File: config.mk
export PLATFORM = sky130hd
export DESIGN_NAME = life_gen_ctrl
export DESIGN_NICKNAME = d
export VERILOG_FILES = /design/src/rtl/life_gen_ctrl.sv
export SDC_FILE = /design/constraint.sdc
export NUM_CORES = 1
export LEC_CHECK = 0
export ABC_CLOCK_PERIOD_IN_PS = 5000
export CORE_MARGIN = 5
export CORE_UTILIZATION = 42
export DETAILED_ROUTE_END_ITERATION = 6
export HOLD_SLACK_MARGIN = 0.06
export MAX_ROUTING_LAYER = met4
export PLACE_DENSITY = 0.6
export SLEW_MARGIN = 20
export SYNTH_ARGS = -nofsm -noshare
export SYNTH_HDL_FRONTEND = slang
export SYNTH_HIERARCHICAL = 1
export SYNTH_SLANG_ARGS = --single-unit
File: constraint.sdc
create_clock -name clk -period 5 [get_ports clk]
set_input_delay 1.25 -clock clk [delete_from_list [all_inputs] [get_ports clk]]
set_output_delay 1.25 -clock clk [all_outputs]
set_load 0.005 [all_outputs]
File: src/rtl/life_gen_ctrl.sv
// Game-of-Life generation sequencer over a ping-pong row RAM.
// Source rows stream through a 3-row window; one life_sum lane per column builds each new row.
module life_sum (
  input  logic       c,
  input  logic [7:0] nb,
  output logic       nxt
);
  logic [3:0] n;
  always_comb begin
    n = '0;
    for (int k = 0; k < 8; k++) n = n + {3'b000, nb[k]};
    nxt = (n == 4'd3) | (c & (n == 4'd2));
  end
endmodule

module life_gen_ctrl #(
  parameter int X     = 8,
  parameter int Y     = 8,
  parameter int LOG2X = 3,
  parameter int LOG2Y = 3,
  parameter int TORUS = 1,
  parameter int GENW  = 16
) (
  input  logic            clk,
  input  logic            rst_n,
  input  logic            start,
  input  logic            run,
  input  logic            tick,
  output logic            rd_en,
  output logic [LOG2Y:0]  rd_addr,
  input  logic [X-1:0]    rd_data,
  output logic            wr_en,
  output logic [LOG2Y:0]  wr_addr,
  output logic [X-1:0]    wr_data,
  output logic            src_bank,
  output logic            busy,
  output logic            done,
  output logic [GENW-1:0] gen_count
);
  localparam int CW = LOG2Y + 2;

  typedef enum logic [1:0] {IDLE, FETCH, FLUSH, DONE} state_t;
  state_t state, state_nxt;

  logic [CW-1:0]      cnt;
  logic [LOG2Y-1:0]   rrow, wrow;
  logic [2:0]         vld_pipe;
  logic [X-1:0]       prev_row, cur_row, up_row, dn_row, nxt_row;
  logic [X-1:0][7:0]  nb;
  logic               wr_go;

  always_ff @(posedge clk or negedge rst_n)
    if (!rst_n) state <= IDLE;
    else        state <= state_nxt;

  always_comb begin
    state_nxt = state;
    rd_en     = 1'b0;
    busy      = 1'b0;
    done      = 1'b0;
    case (state)
      IDLE:  if (start | (run & tick)) state_nxt = FETCH;
      FETCH: begin
        rd_en = 1'b1;
        busy  = 1'b1;
        if (cnt == CW'(Y + 1)) state_nxt = FLUSH;
      end
      FLUSH: begin
        busy      = 1'b1;
        state_nxt = DONE;
      end
      DONE: begin
        done      = 1'b1;
        state_nxt = IDLE;
      end
      default: state_nxt = IDLE;
    endcase
  end

  // Read k (0-based) fetches row k-1 mod Y: one halo row above, Y rows, one halo row below.
  always_comb begin
    int r;
    r = int'(cnt) - 1;
    if (r < 0)       r = Y - 1;
    else if (r >= Y) r = r - Y;
    rrow = LOG2Y'(r);
  end

  always_ff @(posedge clk or negedge rst_n)
    if (!rst_n) begin
      cnt       <= '0;
      wrow      <= '0;
      vld_pipe  <= '0;
      prev_row  <= '0;
      cur_row   <= '0;
      src_bank  <= 1'b0;
      gen_count <= '0;
    end else begin
      vld_pipe <= {vld_pipe[1:0], rd_en};
      if (state == IDLE)       cnt <= '0;
      else if (state == FETCH) cnt <= cnt + CW'(1);
      if (state == IDLE)       wrow <= '0;
      else if (wr_go)          wrow <= wrow + LOG2Y'(1);
      if (vld_pipe[0]) begin
        prev_row <= cur_row;
        cur_row  <= rd_data;
      end
      if (state == FLUSH) begin
        src_bank  <= ~src_bank;
        gen_count <= gen_count + GENW'(1);
      end
    end

  // A row is ready once three consecutive reads have landed: prev, cur in regs, next on rd_data.
  assign wr_go = busy & (&vld_pipe);

  assign up_row = (TORUS == 0 && wrow == '0) ? '0 : prev_row;
  assign dn_row = (TORUS == 0 && wrow == LOG2Y'(Y - 1)) ? '0 : rd_data;

  for (genvar i = 0; i < X; i++) begin : g_lane
    localparam logic [LOG2X-1:0] IL = LOG2X'((i + X - 1) % X);
    localparam logic [LOG2X-1:0] IR = LOG2X'((i + 1) % X);
    localparam logic EL = (TORUS != 0) || (i > 0);
    localparam logic ER = (TORUS != 0) || (i < X - 1);
    assign nb[i] = {up_row[IL] & EL, up_row[i], up_row[IR] & ER,
                    cur_row[IL] & EL,           cur_row[IR] & ER,
                    dn_row[IL] & EL, dn_row[i], dn_row[IR] & ER};
  end

  life_sum u_sum [X-1:0] (.c(cur_row), .nb(nb), .nxt(nxt_row));

  assign wr_en   = wr_go;
  assign rd_addr = rd_en ? {src_bank, rrow} : '0;
  assign wr_addr = wr_go ? {~src_bank, wrow} : '0;
  assign wr_data = wr_go ? nxt_row : '0;
endmodule

* Word-level counts from Yosys, hierarchy flattened
Cells that the tools add are included.
** Cells by class
- $add $sub $neg :: 61
- Multiply operators :: 0
- Div/mod/pow operators :: 0
- $lt $le $gt $ge :: 2
- Equal/unequal tests :: 22
- Shifts and indexed selects :: 0
- Muxes and demuxes :: 15
- Bitwise gates (word level) :: 20
- Reductions and logical operators :: 6
** Operators by type and width (number)
- $add 4x1->4 :: 48
- $eq 4x2->1 const B :: 16
- $add 1x1->2 :: 8
- $add 16x1->16 const B :: 1
- $mux 3 :: 4
- $and 1x1->1 :: 10
- $mux 5 :: 2
- $or 1x1->1 :: 9
- $mux 4 :: 2
- $mux 8 :: 1
- $pmux 2 s4 :: 1
- $ge 6x5->1 const B :: 1
- $lt 6x1->1 const B :: 1
- $sub 5x1->6 const B :: 1
- $add 5x1->5 const B :: 1
- $eq 5x4->1 const B :: 1
- $eq 2x2->1 const B :: 2
- $mux 2 :: 2
- $ne 2x2->1 const B :: 2
- $reduce_bool 2->1 :: 2
- $add 3x1->3 const B :: 1
- $mux 1 :: 3
- $reduce_and 3->1 :: 1
- $sub 3x1->3 const B :: 1
- other kinds (5) :: 5
** Storage, ports and cells
- Register bits :: 46
- Latch bits :: 0
- RAM bits :: 0
- Memory bits (read-only) :: 0
- Logic and storage cells :: 134
- Memories :: 0

* Depth between registers and ports, before layout
- Depth in word-level cells :: 11
- Mapped depth :: 9
- Mapped depth without buffers :: 9

* Hierarchy
The synthesis kept the hierarchy.
** By module, submodules not included
- life_gen_ctrl :: times used 1, cells each 172, area each 2080.7 um^2, sequential area each 1151.1 um^2
- life_sum at u_sum[0] ... :: times used 5, cells each 17, area each 162.7 um^2, sequential area each 0.0 um^2
- life_sum at u_sum[2] ... :: times used 3, cells each 17, area each 177.7 um^2, sequential area each 0.0 um^2

* Least setup slack after synthesis
OpenSTA, ideal clock, no wires.
- Path type :: input port to output port
- From :: in rd_data[3]
- To :: out wr_data[2]
- Arrival :: 3.419 ns
- Data required time :: 3.750 ns
- Slack :: 0.331 ns
- Cell stages on the path :: 9
- Path through :: inv_1 fa_1 inv_1 fa_1 ha_1 fa_1 o211a_1 a211oi_2 and2_1
** Between the ends
- Cells in the longest elaborated chain, start to end :: 11
- Elaborated cells between the ends (all ways) :: 12
- Classes of those cells :: add/sub: 7; eq/ne: 2; mux: 1; bitwise: 2
** Ends and longest elaborated chain
- start, declared :: RTL line 31 : input logic [X-1:0] rd_data,
- $add 1x1->2 (*) :: RTL line 11 : for (int k = 0; k < 8; k++) n = n + {3'b000, nb[k]};
- $add 4x1->4 (*) (6 in a row) :: RTL line 11
- $eq 4x2->1 :: RTL line 12 : nxt = (n == 4'd3) | (c & (n == 4'd2));
- $and 1x1->1 :: RTL line 12
- $or 1x1->1 (*) :: RTL line 12
- net nxt_row[2] :: RTL line 48 : logic [X-1:0] prev_row, cur_row, up_row, dn_row, nxt_row;
- $mux 8 (*) :: RTL line 135 : assign wr_data = wr_go ? nxt_row : '0;
- end, declared :: RTL line 34 : output logic [X-1:0] wr_data,
Mark *: on every way through the listed nets, which the timed path passes. The rest lies on a longest branch.

* Worst setup path after layout
- From :: in rd_data[3]
- To :: out wr_data[4]
** Between the ends
- Cells in the longest elaborated chain, start to end :: 10
- Elaborated cells between the ends (all ways) :: 11
- Classes of those cells :: add/sub: 6; eq/ne: 2; mux: 1; bitwise: 2
** Ends and longest elaborated chain (RTL line)
- $add 4x1->4 (*) (6 in a row) :: 11
- $eq 4x2->1 :: 12
- $and 1x1->1 :: 12
- $or 1x1->1 (*) :: 12
- net nxt_row[4] :: 48
- $mux 8 (*) :: 135
Marks and branches as above.

==> results.ini <==
[hold_path]
hp-start = vld_pipe[1]$_DFF_PN0_
min_to = vld_pipe[2]$_DFF_PN0_
hold_depth = 0
hold_class = reg2reg

[clock_tree]
cts_buffer_depth = 2
cts.sinks = 46
cts_tree = yes
h-tree-depth = 2
clk_latency_ns = 0.29
clkTransAtPathRegs_ns = 0.09
cts-buffers-inserted = 5
ctsRootBufferMaster = clkbuf_8

[power_and_ir_drop]
power.density_nw_per_um2 = 746
peakVddDrop_mv = 0.308
p_leak_nw = 1.98

[sta]
worst_pin_slew_ns = 0.660
slew_headroom = 0.560
finalCritPeriodShare = 0.985
fmax_ghz = 0.203
grt_setup_unrepaired = no
holdWs_ns = 0.379
skew_ns = 0.0105
final.setup.worst_slack_ns = 0.0742
finalCriticalPeriod_ns = 4.93
finalHoldViolCount = 0
drv_slew = 0
setup_viol = 0

[yosys]
synth.net_count = 386
synth_top_cell_by_area = dfrtp_1
yosys_warnings = 6
synthTopCellsByCount = 47 x inv_1, 46 x dfrtp_1, 33 x ha_1, 32 x fa_1, 18 x mux2_2
synth-edff-count = 0
synthDistinctLibCells = 32
synth-seq-cells = 46
dominantRegCellSynth = dfrtp_1
postSynthCellCount = 308
yosys.cell_count.top_type = inv_1
netlist_area_um2 = 3430
avgSynthCellArea_um2 = 11.1
synth-async-reset-ratio = 1.00
synth.top_cell.area_share = 0.336
ys_top_cells_by_area = dfrtp_1 34%, fa_1 19%, ha_1 12%
ys_seq_area_frac = 0.336

[placement]
dp_slack_ns = -0.819
port_buffers = 49
dp_hpwl_um = 5010
dp.cells = 464
gp_congestion = 0.771
dpl-instance-area_um2 = 4070

[critical_path]
r2r_end = gen_count[14]$_DFFE_PN0P_
rr_worst_depth = 6
required_ns = 3.75
cp.arrival_ns = 3.68
r2r_setup_slack_ns = 3.01
cp_max_fo = 3
timing.rr.start = state[0]$_DFFE_PN0P_
cp-end-kind = output port
critical_path.startpoint = rd_data[3]
crit_type = in2out
startpoint_type = input pin

[drt]
vias = 2315
routed_wl_um = 6580
wl_per_cell_um = 13.8
drt_iter0_markers = 54
drc_errors = 0
vias_per_cell = 4.85
final_antenna_net_count = 0
drtPass1Iterations = 4

[global_routing]
grt_pass1_wl_um = 12000
antenna_found_initial = 0
grt-ovfl-total = 0
track_usage = 0.150
grt_max_degree = 47
grt_pass1_vias = 2573

[floorplanning]
num_rows = 33
die_x_um = 100
io_pins = 50
die-area_um2 = 10100
chipHeight_um = 100
start_util = 0.423
core_area_um2 = 8090

[final_layout]
drive_gt1_frac = 0.220
fin_cells = 477
n_antenna_cell = 0
area_delta_synth_final_pct = 23.4
layout.nets = 450
postLayoutCoreUtil = 0.523
fin_area_um2 = 4230

[run_status]
status = complete, no violations

[run]
maxCapViolations = 0

-- metrics by stage --
stage | power, mW | TNS (ns)
after detailed placement | 2.61 | -6.05
after global placement | 2.50 | -5.93
final | 3.15 | 0
after floorplan | 2.06 | 0
after global routing | 3.58 | 0
after CTS | 3.05 | -0.0573
-- area by class of cell --
| type | instances | area, um2 |
|---|---|---|
| Clock buffer | 6 | 82.6 |
| Timing Repair Buffer | 64 | 539 |
| Multi-Input combinational cell | 208 | 2120 |
| Clock inverter | 1 | 30.0 |
| Sequential cell | 46 | 1150 |
| Inverter | 47 | 176 |
| Fill cell | 770 | 3860 |
| Tap cell | 105 | 131 |
-- repair_timing --
item	CTS	global route
gates resized for setup	75	16
setup endpoints to repair	8	8
pin swaps	13	11
buffers inserted	2	4
hold buffers	0	0
cloned	0	0
-- cell usage in the layout, fill, tap and decap left out, types with 3 or more instances in the layout --
cell type	count
dfrtp_1	46
inv_1	44
clkdlybuf4s50_1	32
ha_1	25
fa_1	24
buf_4	19
mux2_2	18
nor2_1	16
and2_1	12
xnor2_1	12
xor2_1	11
a21oi_1	11
nand2_1	10
buf_2	9
nand4_1	8
fa_2	8
ha_2	7
nand3_1	6
clkbuf_8	6
or2_0	5
o21ai_0	4
mux2i_1	3
inv_2	3
or2_1	3
nand3b_1	3
o211a_1	3
a211oi_2	3
-- critical path, stage by stage --
cell and delay [ns]:
buf_4 0.10, buf_6 0.09, inv_1 0.04, fa_1 0.47
inv_1 0.05, fa_1 0.44, ha_2 0.20, fa_2 0.52
o21ai_0 0.07, a21oi_1 0.12, and2_1 0.13, clkdlybuf4s15_1 0.20
-- metal layers --
metal | GRT usage | wire (um) | share of wire | vias to the layer above
met2 | 0.238 | 3140 | 0.48 | 47
li1 | - | - | - | 1125
met5 | - | 0 | 0 | -
met3 | 0.0243 | 212 | 0.032 | 2
met1 | 0.206 | 3210 | 0.49 | 1141
met4 | 0.0280 | 18 | 0.0027 | 0
-- logic make-up after synthesis --
logic type | after synthesis | synth area share
adder cells (fa/ha/maj) | 65 | 0.307
buffers and inverters | 54 | 0.0628
XOR/XNOR | 23 | 0.0588
AND/OR/NAND/NOR | 71 | 0.113
AO/OA/AOI/OAI | 28 | 0.0540
multiplexers | 21 | 0.0679
flip-flops | 46 | 0.336
-- sequential cells by signal, summed over array words and instances (netlist names) --
register and cells:
cnt 5, vld_pipe 3, gen_count 16, wrow 3, prev_row 8, cur_row 8, state 2, src_bank 1
-- power by group --
group	leakage, nW	switching, mW	total, mW	internal, mW
combinational	1.34	0.987	2.17	1.19
sequential	0.585	0.204	0.702	0.498
clock	0.0573	0.119	0.279	0.160
-- worst max-delay path by stage --
stage	end	slack, ns	depth (start not counted)
final	wr_data[4]	0.07	12
after global routing	wr_data[0]	0.0003	12
after CTS	wr_data[5]	-0.06	11
after detailed placement	wr_data[5]	-0.82	11
after global placement	wr_data[6]	-0.80	11
after floorplan	wr_data[2]	0.33	9
No activity file was read; power rests on OpenSTA's default activity.
